===== src/rtl/mult_arbiter_5.sv =====
// Round-robin arbiter that shares one external multiplier among N_REQ requesters.
// Each operation runs IDLE -> ISSUE -> WAIT -> DONE, with a bounded wait on mul_rdy.
module mult_arbiter_5 #(
  parameter int N_REQ   = 4,
  parameter int OPW     = 9,
  parameter int PRW     = 17,
  parameter int TIMEOUT = 32
) (
  input  logic                 clk,
  input  logic                 rst_n,
  input  logic [N_REQ-1:0]     req,
  input  logic [N_REQ*OPW-1:0] a_in,
  input  logic [N_REQ*OPW-1:0] b_in,
  output logic [N_REQ-1:0]     gnt,
  output logic [PRW-1:0]       res_out,
  output logic [N_REQ-1:0]     res_vld,
  output logic [N_REQ-1:0]     err,
  output logic                 busy,
  output logic [OPW-1:0]       mul_a,
  output logic [OPW-1:0]       mul_b,
  output logic                 mul_start,
  input  logic [PRW-1:0]       mul_prdct,
  input  logic                 mul_rdy
);

  localparam int PTRW = (N_REQ > 1) ? $clog2(N_REQ) : 1;
  localparam int CNTW = (TIMEOUT > 1) ? $clog2(TIMEOUT) : 1;
  localparam logic [PTRW-1:0]  PTR_RST  = PTRW'(N_REQ - 1);
  localparam logic [CNTW-1:0]  CNT_LAST = CNTW'(TIMEOUT - 1);
  localparam logic [N_REQ-1:0] ONE_HOT0 = N_REQ'(1);

  typedef enum logic [1:0] {
    IDLE  = 2'd0,
    ISSUE = 2'd1,
    WAIT  = 2'd2,
    DONE  = 2'd3
  } state_t;

  state_t           state_q, state_d;
  logic [PTRW-1:0]  ptr_q, ptr_d;
  logic [CNTW-1:0]  cnt_q, cnt_d;
  logic [N_REQ-1:0] gnt_q, gnt_d;
  logic             start_q, start_d;
  logic [OPW-1:0]   mul_a_q, mul_a_d;
  logic [OPW-1:0]   mul_b_q, mul_b_d;
  logic [PRW-1:0]   res_q, res_d;
  logic [N_REQ-1:0] res_vld_q, res_vld_d;
  logic [N_REQ-1:0] err_q, err_d;
  logic [PTRW-1:0]  win_s;

  // Search starts one past the last winner so every requester gets a turn.
  function automatic logic [PTRW-1:0] rr_pick(input logic [N_REQ-1:0] r,
                                              input logic [PTRW-1:0]  p);
    logic [PTRW-1:0] pick;
    logic            found;
    int              idx;
    pick  = p;
    found = 1'b0;
    for (int off = 1; off <= N_REQ; off++) begin
      idx = (int'(p) + off) % N_REQ;
      if (!found && r[PTRW'(idx)]) begin
        pick  = PTRW'(idx);
        found = 1'b1;
      end
    end
    return pick;
  endfunction

  // State and output registers.
  always_ff @(posedge clk or negedge rst_n) begin
    if (!rst_n) begin
      state_q   <= IDLE;
      ptr_q     <= PTR_RST;
      cnt_q     <= '0;
      gnt_q     <= '0;
      start_q   <= 1'b0;
      mul_a_q   <= '0;
      mul_b_q   <= '0;
      res_q     <= '0;
      res_vld_q <= '0;
      err_q     <= '0;
    end else begin
      state_q   <= state_d;
      ptr_q     <= ptr_d;
      cnt_q     <= cnt_d;
      gnt_q     <= gnt_d;
      start_q   <= start_d;
      mul_a_q   <= mul_a_d;
      mul_b_q   <= mul_b_d;
      res_q     <= res_d;
      res_vld_q <= res_vld_d;
      err_q     <= err_d;
    end
  end

  // Next-state and next-output logic; pulses default low, held values default to hold.
  always_comb begin
    state_d   = state_q;
    ptr_d     = ptr_q;
    cnt_d     = cnt_q;
    gnt_d     = '0;
    start_d   = 1'b0;
    mul_a_d   = mul_a_q;
    mul_b_d   = mul_b_q;
    res_d     = res_q;
    res_vld_d = '0;
    err_d     = '0;
    win_s     = rr_pick(req, ptr_q);
    case (state_q)
      IDLE: begin
        if (|req) begin
          state_d = ISSUE;
          ptr_d   = win_s;
          gnt_d   = ONE_HOT0 << win_s;
          start_d = 1'b1;
          mul_a_d = a_in[int'(win_s)*OPW +: OPW];
          mul_b_d = b_in[int'(win_s)*OPW +: OPW];
        end else begin
          state_d = IDLE;
        end
      end
      ISSUE: begin
        state_d = WAIT;
        cnt_d   = '0;
      end
      WAIT: begin
        // A product arriving on the expiry cycle still counts as a result.
        if (mul_rdy) begin
          state_d   = DONE;
          res_d     = mul_prdct;
          res_vld_d = ONE_HOT0 << ptr_q;
        end else if (cnt_q == CNT_LAST) begin
          state_d = DONE;
          res_d   = '0;
          err_d   = ONE_HOT0 << ptr_q;
        end else begin
          cnt_d = cnt_q + CNTW'(1);
        end
      end
      DONE: begin
        state_d = IDLE;
      end
      default: begin
        state_d = IDLE;
      end
    endcase
  end

  assign gnt       = gnt_q;
  assign mul_start = start_q;
  assign mul_a     = mul_a_q;
  assign mul_b     = mul_b_q;
  assign res_out   = res_q;
  assign res_vld   = res_vld_q;
  assign err       = err_q;
  assign busy      = (state_q != IDLE);

endmodule


===== config.mk =====
export PLATFORM = sky130hd
export DESIGN_NAME = mult_arbiter_5
export DESIGN_NICKNAME = d
export VERILOG_FILES = /design/src/rtl/mult_arbiter_5.sv
export SDC_FILE = /design/constraint.sdc
export NUM_CORES = 1
export LEC_CHECK = 0
export ABC_AREA = 1
export BUFFER_PORTS_ARGS = -buffer_cell sky130_fd_sc_hd__buf_4
export CAP_MARGIN = 20
export CORE_MARGIN = 2
export CORE_UTILIZATION = 53
export CTS_BUF_LIST = sky130_fd_sc_hd__clkbuf_4
export DETAILED_ROUTE_END_ITERATION = 7
export PLACE_DENSITY = 0.87
export REMOVE_ABC_BUFFERS = 1
export SYNTH_ARGS = -nofsm -noshare
export SYNTH_HDL_FRONTEND = slang
export SYNTH_SLANG_ARGS = --single-unit

===== constraint.sdc =====
create_clock -name clk -period 4.5 [get_ports clk]
set_clock_uncertainty 0.2 [all_clocks]
set_input_delay 0 -clock clk [delete_from_list [all_inputs] [get_ports clk]]
set_output_delay 0 -clock clk [all_outputs]
set_load 0.05 [all_outputs]

# Word level (Yosys, flattened, before mapping)
# Cells that the tools add are included.
[totals]
output_inout_bits = 49
input_bits = 96
regBits = 57
[op_classes]
shift = 4
eq_ne = 7
reduce_logical = 14
n_mul = 1
mux = 37
addsub = 5
order_cmp = 4
[ops]
columns = ["op", "n"]
rows = [
  ["$shiftx 36x32->9", 1],
  ["$shiftx 36x7->9", 1],
  ["$mux 17", 2],
  ["$mux 4", 7],
  ["$lt 2x4->1 const B", 4],
  ["$mux 1", 14],
  ["$mux 2", 6],
  ["$mux 5", 2],
  ["$pmux 5 s2", 1],
  ["$bmux 1 s2", 4],
  ["$pmux 2 s4", 1],
  ["$shl 1x2->4 const A", 2],
  ["$mul 2x4->6 const B", 1],
  ["$reduce_bool 2->1", 3],
  ["$add 5x1->5 const B", 1],
  ["$eq 5x5->1 const B", 1],
  ["$add 2x1->2 const B", 2],
  ["$add 2x2->2 const B", 2],
  ["$eq 2x2->1 const B", 2],
  ["$ne 2x2->1 const B", 2],
  ["$reduce_and 2->1", 2],
  ["$reduce_or 4->1", 1],
  ["$logic_and 1x1->1", 3],
  ["$logic_not 1->1", 3],
  ["4 further kinds", 4],
]

# Logic depth before layout (Yosys ltp)
# Gate-level depths: netlist (run 1).
[logic_depth]
depth_word = 17
mapped_depth = 15
depth_no_buf = 13

# Worst setup path before layout (run 1)
# Ideal clock, no wire load.
[synth_path]
kind = "reg-to-reg"
startpoint = "register ptr_q[0]"
endpoint = "register mul_a_q[4], in the netlist mul_a[4]"
arrival_time_ps = 2029
n_path_buf = 3
required_time_ps = 4178
setup_slack_ps = 2149
stages_incl_launch_ff = 16
cell_sequence = "dfstp_2 buf_6 inv_8 ha_1 inv_1 nand3_1 nand2_1 nand2_2 nand2_2 nand2_2 buf_6 buf_8 nand3_1 nand2_1 nand2_1 nand3_2"
[synth_via]
elab_chain_len = 16
[synth_lines]
columns = ["item", "line", "rtl"]
rows = [
  ["start: declaration", "40", "logic [PTRW-1:0] ptr_q, ptr_d;"],
  ["start signal: assignment", "84", "ptr_q <= ptr_d;"],
  ["$add 2x1->2", "60", "idx = (int'(p) + off) % N_REQ;"],
  ["$bmux 1 s2", "61", "if (!found && r[PTRW'(idx)]) begin"],
  ["$mux 1 (not written as such) (2 in series)", "61", ""],
  ["$mux 1", "61", ""],
  ["$logic_not 1->1", "61", ""],
  ["$logic_and 1x1->1", "61", ""],
  ["$mux 1", "61", ""],
  ["$logic_not 1->1", "61", ""],
  ["$logic_and 1x1->1", "61", ""],
  ["$mux 1", "61", ""],
  ["$logic_not 1->1", "61", ""],
  ["$logic_and 1x1->1", "61", ""],
  ["$mux 2 (*)", "61", ""],
  ["$mul 2x4->6 (*)", "116", "mul_a_d = a_in[int'(win_s)*OPW +: OPW];"],
  ["$shiftx 36x32->9 (*)", "116", ""],
  ["end signal: assignment", "88", "mul_a_q <= mul_a_d;"],
  ["end: declaration", "44", "logic [OPW-1:0] mul_a_q, mul_a_d;"],
]
# Every way passes the cells marked *; elsewhere a longest branch is shown, timed or not. The select of a mux whose other input is x is not followed.
# A chain may end at the register's enable or synchronous reset.

# Final worst setup path (run 1)
# Ends and elaborated chain as after synthesis.

==> impl_metrics.json, run 1 <==
{
  "syn_avg_cell_area_um2": 7.59,
  "h-tree-depth": 3,
  "area_delta_synth_final_pct": 61.2,
  "drt_iter0_drc": 349,
  "status": "finished, violations left",
  "avgRoutedWirePerCell_um": 16.8,
  "synth_cells": 440,
  "hpwl_mm": 6.62,
  "grtUsageTotal": 0.363,
  "ant_nets": 0,
  "holdWs_ns": -0.0108,
  "syn_area_um2": 3340,
  "die_h_um": 83.4,
  "grt_pass1_wl_mm": 20.2,
  "ys.warnings.count": 0,
  "switching_share": 0.544,
  "nets": 770,
  "clockBufferDepth": 2,
  "maxCapViolations": 0,
  "instances_no_fill": 745,
  "place_area_um2": 4340,
  "power_uw": 4690,
  "clock_sinks": 57,
  "clock.fmax_mhz": 238,
  "core_area_um2": 5990,
  "ys_ff_latch": 57,
  "antenna_found_initial": 1,
  "clk_pin_slew_ns": 0.11,
  "fin_crit_sh": 0.934,
  "finalWirelength_mm": 12.6,
  "routed_via_density": 5.62,
  "period_minus_slack_ns": 4.20,
  "routed-via-count": 4188,
  "rsz0062_at_grt": "false",
  "rows": 28,
  "synth_top_cell_area_share": 0.412,
  "p_clk_frac": 0.066,
  "vdd_drop_max_mv": 0.654,
  "p_int_uw": 2140,
  "synth-seq-area-share": 0.428,
  "cp.arrival_ns": 4.29,
  "synth_top_cell_by_area": "dfrtp_1",
  "p_per_area_nw_per_um2": 870,
  "stdcell_area_um2": 5390,
  "synth.distinct_cells": 25,
  "critical_path.max_fanout": 38,
  "overflow": 0,
  "drcViolationCount": 0,
  "place.gp.congestion": 0.852,
  "io_buffers": 144,
  "dieArea_um2": 6950,
  "yosys-top-cells-area": "dfrtp_1, nand2_1, nand3_1",
  "violations": "hold timing",
  "grt_max_degree": 58,
  "crit_path_start_kind": "register",
  "cts_tree": "done",
  "setup_violations": 0,
  "timing.final.max_slew_violations": 0,
  "grt_pass1_vias": 4321,
  "finalSetupTns_ns": 0,
  "power_frac_seq": 0.188,
  "slew_headroom": 0.374,
  "hp-class": "in2async",
  "num_io_pins": 145,
  "final-hold-violation-count": 2,
  "path_class": "reg2reg",
  "drive_gt1_frac": 0.284,
  "p_leak_uw": 0.00288,
  "p_comb_frac": 0.746,
  "dp.cells": 636,
  "numCtsBuffers": 9,
  "firstDrtPassIters": 5,
  "netSwitchingPower_uw": 2550,
  "start_util": 0.558,
  "worstPathRequired_ns": 4.58,
  "endpoint_kind": "register",
  "cts_root_buffer": "clkbuf_4",
  "tightest_slew_ns": 0.939,
  "die_x_um": 83.4,
  "clock_latency_ns": 0.40
}
==> power groups by stage <==
stage | clock [uW] | sequential (uW) | combinational (uW)
2_1_floorplan | 0 | 1420 | 1400
3_3_place_gp | 0 | 865 | 2640
3_5_place_dp | 0 | 870 | 2710
4_1_cts | 305 | 863 | 3270
5_1_grt | 336 | 898 | 3740
6_report | 312 | 880 | 3500
==> final timing paths <==
kind | startpoint | end | slack (ns) | cells after the start
max | ptr_q[0] | mul_a[4] | 0.30 | 15
min | rst_n | cnt_q[4] | -0.01 | 2
max reg2reg | ptr_q[0] | mul_a[4] | 0.30 | 15
min reg2reg | cnt_q[1] | cnt_q[1] | 0.32 | 2
max in group asynchronous | rst_n | res_out[15] | 3.60 | 2
min in group clk | req[1] | gnt[2] | 0.11 | 8
==> through the flow <==
step | hold WS (ns) | worst slack [ns] | util
3_5_place_dp | -0.101 | 1.17 | 0.724
2_1_floorplan | -0.496 | 1.73 | -
6_report | -0.0108 | 0.296 | 0.899
4_1_cts | 0.0200 | 0.0942 | 0.896
3_3_place_gp | -0.102 | 1.31 | 0.724
5_1_grt | 0.0317 | 0.145 | 0.899
==> critical path, stage by stage, from the launching register on <==
cell           delay, ns
dfstp_2             0.73
inv_8               0.09
ha_1                0.39
inv_1               0.11
nand3_2             0.10
nand2_1             0.06
inv_2               0.13
nand2_2             0.11
nand2_4             0.34
nand2_4             0.25
nand2_1             0.17
nand2_1             0.07
dlygate4sd3_1       0.56
nand2_1             0.12
nand3_2             0.09
dlygate4sd3_1       0.56
==> metal layers <==
layer | track usage | vias up | share of wire | wire length [um]
li1 | - | 1877 | - | -
met3 | 0.0736 | 66 | 0.092 | 1160
met1 | 0.421 | 1933 | 0.36 | 4540
met5 | 0 | - | 0 | 0
met4 | 0.206 | 0 | 0.046 | 583
met2 | 0.621 | 312 | 0.50 | 6260
==> area by class of cell <==
| type | instances | area, um^2 |
|---|---|---|
| Multi-Input combinational cell | 338 | 1660 |
| Sequential cell | 57 | 1430 |
| Antenna cell | 1 | 2.50 |
| Inverter | 21 | 86.3 |
| Timing Repair Buffer | 237 | 2010 |
| Tap cell | 75 | 93.8 |
| Clock inverter | 5 | 23.8 |
| Clock buffer | 11 | 82.6 |
| Fill cell | 269 | 604 |
==> synth_stat cells <==
master	n
a21oi_1	1
o22ai_1	1
inv_8	1
dfstp_2	2
ha_1	10
inv_1	17
nor2_2	1
clkbuf_1	8
nand2_2	12
nand3_1	100
nor2_1	17
nor2_4	1
buf_4	2
buf_2	3
nand3_2	8
o21ai_0	22
o211ai_1	1
nand2_1	161
buf_6	9
buf_8	1
dfrtp_1	55
inv_2	3
nand4_1	1
nor2_8	2
clkbuf_4	1
==> cells in the final DEF, fill, tap and decap left out, types with 3 or more instances in the layout <==
| master | n |
|---|---|
| o21ai_0 | 22 |
| inv_1 | 17 |
| nand3_2 | 7 |
| inv_2 | 3 |
| nand3_1 | 100 |
| nand2_2 | 10 |
| clkinv_2 | 4 |
| buf_4 | 145 |
| nor2_1 | 17 |
| nand2_1 | 161 |
| ha_1 | 10 |
| dlygate4sd3_1 | 92 |
| clkbuf_4 | 11 |
| dfrtp_1 | 55 |
==> sequential cells by signal, summed over array words and instances, names as in the netlist <==
signal,cells
state_q,2
mul_a,9
mul_start,1
err,4
res_vld,4
cnt_q,5
res_out,17
mul_b,9
gnt,4
ptr_q,2
==> logic make-up after synthesis <==
logic type                 after synthesis  synth area share
AOI/OAI and AO/OA                       25            0.0386
adders and majority gates               10            0.0375
buffers and inverters                   45            0.0809
and+or+nand+nor                        303             0.415
DFF                                     57             0.428
==> timing repair <==
item	in CTS	in global routing
setup endpoints to repair	0	18
hold buffers	92	0
resized for setup	0	3
hold endpoints to repair	102	0
setup buffers	0	0
No activity file was read; power rests on OpenSTA's default activity.
==> inputs of run 2 (changes only) <==
--- a/config.mk
+++ b/config.mk
@@ -5,14 +5,13 @@
 export SDC_FILE = /design/constraint.sdc
 export NUM_CORES = 1
 export LEC_CHECK = 0
-export ABC_AREA = 1
 export BUFFER_PORTS_ARGS = -buffer_cell sky130_fd_sc_hd__buf_4
 export CAP_MARGIN = 20
 export CORE_MARGIN = 2
-export CORE_UTILIZATION = 53
+export CORE_UTILIZATION = 51
 export CTS_BUF_LIST = sky130_fd_sc_hd__clkbuf_4
 export DETAILED_ROUTE_END_ITERATION = 7
-export PLACE_DENSITY = 0.87
+export PLACE_DENSITY = 0.86
 export REMOVE_ABC_BUFFERS = 1
 export SYNTH_ARGS = -nofsm -noshare
 export SYNTH_HDL_FRONTEND = slang
==> impl_metrics.json, run 2 <==
{
  "synth-seq-area-share": 0.480,
  "hp-class": "in2reg",
  "drive_gt1_frac": 0.392,
  "power_frac_seq": 0.216,
  "setup_violations": 0,
  "synth-edff-count": 0,
  "firstDrtPassIters": 5,
  "start_util": 0.534,
  "synthArstFlopShare": 1.00,
  "fin_util": 0.935,
  "dieArea_um2": 6460,
  "avgRoutedWirePerCell_um": 24.5,
  "synth_top_cell_area_share": 0.462,
  "p_clk_frac": 0.115,
  "slew_headroom": 0.438,
  "cp.arrival_ns": 4.44,
  "diodes": 0,
  "ys.warnings.count": 0,
  "clock_latency_ns": 0.42,
  "min_from": "b_in[3]",
  "r2r-start": "ptr_q[0]",
  "numCtsBuffers": 9,
  "path_class": "reg2reg",
  "antenna_found_initial": 0,
  "rows": 27,
  "switching_share": 0.488,
  "routed_via_density": 6.13,
  "finalSetupTns_ns": 0,
  "grt_pass1_vias": 3652,
  "cts_root_buffer": "clkbuf_4",
  "drt_iter0_drc": 405,
  "nets": 591,
  "die_x_um": 80.4,
  "netSwitchingPower_uw": 2010,
  "rsz0062_at_grt": "false",
  "maxCapViolations": 0,
  "syn_area_um2": 2980,
  "grtUsageTotal": 0.443,
  "crit_path_start_kind": "register",
  "ys_ff_latch": 57,
  "critical_path.max_fanout": 40,
  "hold_depth": 4,
  "p_per_area_nw_per_um2": 789,
  "final_cell_mix": "buf_4, dlygate4sd3_1, dfrtp_1",
  "p_comb_frac": 0.669,
  "clockBufferDepth": 2,
  "ant_nets": 0,
  "largest_reg_flops": 17,
  "clock.fmax_mhz": 231,
  "endpoint_kind": "register",
  "status": "complete, no violations",
  "synthTopCellsByCount": "dfrtp_1, mux2i_1, nand2_1, a22o_1, o221ai_2",
  "synth_top_cell_by_area": "dfrtp_1",
  "tightest_slew_ns": 0.842,
  "io_buffers": 144,
  "vdd_drop_max_mv": 0.766,
  "grt_pass1_wl_mm": 20.7,
  "p_int_uw": 2110,
  "cts_tree": "done",
  "place.gp.congestion": 0.873,
  "core_area_um2": 5570,
  "die_h_um": 80.4,
  "final-hold-violation-count": 0,
  "timing.final.max_slew_violations": 0,
  "clk_pin_slew_ns": 0.13,
  "clock_sinks": 57,
  "overflow": 0,
  "reg2reg_depth": 10,
  "routed-via-count": 3444,
  "finalWirelength_mm": 13.8,
  "synth.distinct_cells": 37,
  "h-tree-depth": 3,
  "syn_avg_cell_area_um2": 12.0,
  "hpwl_mm": 5.58,
  "p_leak_uw": 0.00269,
  "whs_endpoint": "mul_b[3]",
  "synth.most_common_cell": "dfrtp_1",
  "yosys-top-cells-area": "dfrtp_1, mux2i_1, o221ai_2",
  "worstPathRequired_ns": 4.61,
  "final_common_cell": "buf_4",
  "synth_cells": 249,
  "period_minus_slack_ns": 4.33,
  "area_delta_synth_final_pct": 75.2,
  "fin_crit_sh": 0.963,
  "num_io_pins": 145,
  "grt_max_degree": 51,
  "synth_flop_cell": "dfrtp_1",
  "r2r_setup_slack_ns": 0.17,
  "drcViolationCount": 0,
  "worst_r2r_endpoint": "mul_a[7]"
}
==> run 2: cell types whose count changed after synthesis, moves of 12 or more <==
cell	delta
nand2_2	-12
nand2_1	-136
mux2i_1	+37
o221ai_2	+18
o21ai_0	-14
nand3_1	-98
a22o_1	+18
==> run 2: power groups by stage <==
stage | combinational, uW | clock (uW) | sequential (uW)
after floorplan | 900 | 0 | 1430
after global placement | 2010 | 0 | 844
after detailed placement | 2050 | 0 | 850
after CTS | 2510 | 455 | 840
after global routing | 2850 | 494 | 899
final | 2750 | 473 | 889
==> run 2: final cells by class <==
cell class / instances / area [um^2]
Timing Repair Buffer: 242 / 2090
Multi-Input combinational cell: 166 / 1400
Inverter: 9 / 33.8
Clock inverter: 7 / 103
Tap cell: 72 / 90.1
Sequential cell: 57 / 1430
Clock buffer: 9 / 67.6
Fill cell: 158 / 360
==> run 2: kinds of logic after synthesis <==
logic type	share of synthesized area
AND/OR/NAND/NOR	0.0883
AO/OA/AOI/OAI	0.204
buffers and inverters	0.0500
adder cells (fa/ha/maj)	0.0420
flip-flops	0.480
multiplexers	0.136
==> run 2: timing repair <==
action / in CTS / in global routing
buffers inserted: 0 / 0
endpoints found under the hold margin: 106 / 0
hold buffers: 95 / 0
gates resized for setup: 0 / 0
==> run 2: metal layers <==
layer  track usage  up-vias  share of wire  wire (um)
li1              -     1387              -          -
met1         0.527     1641           0.36       4940
met2         0.707      310           0.47       6520
met3         0.120      106          0.098       1350
met4         0.280        0          0.070        970
met5             0        -              0          0
==> run 2: metrics by stage <==
step / setup slack, ns / cell area (um^2) / instances / total power (uW) / hold WS [ns]
after detailed placement: 1.35 / 4050 / 450 / 2910 / -0.109
after CTS: 0.580 / 5190 / 561 / 3800 / 0.224
after global routing: 0.129 / 5210 / 562 / 4240 / 0.277
final: 0.166 / 5210 / 562 / 4120 / 0.240
after global placement: 1.50 / 4050 / 450 / 2860 / -0.108
after floorplan: 1.10 / 2860 / 232 / 2330 / -0.496
==> run 2: worst max path at each step <==
stage | start | endpoint | slack [ns]
after floorplan | ptr_q[1] | mul_a[0] | 1.10
after global placement | ptr_q[1] | mul_b[7] | 1.50
after detailed placement | ptr_q[1] | mul_a[4] | 1.35
after CTS | ptr_q[1] | mul_a[7] | 0.58
after global routing | ptr_q[0] | mul_b[4] | 0.13
final | ptr_q[0] | mul_a[7] | 0.17
==> run 2: critical path, stage by stage (launching register included) <==
cell	delay, ns
dfstp_2	0.67
inv_1	0.17
ha_1	0.43
o21ai_0	0.18
a21oi_1	0.14
a211oi_4	0.18
buf_4	0.58
mux2i_1	0.29
dlygate4sd3_1	0.62
o221ai_2	0.11
dlygate4sd3_1	0.61
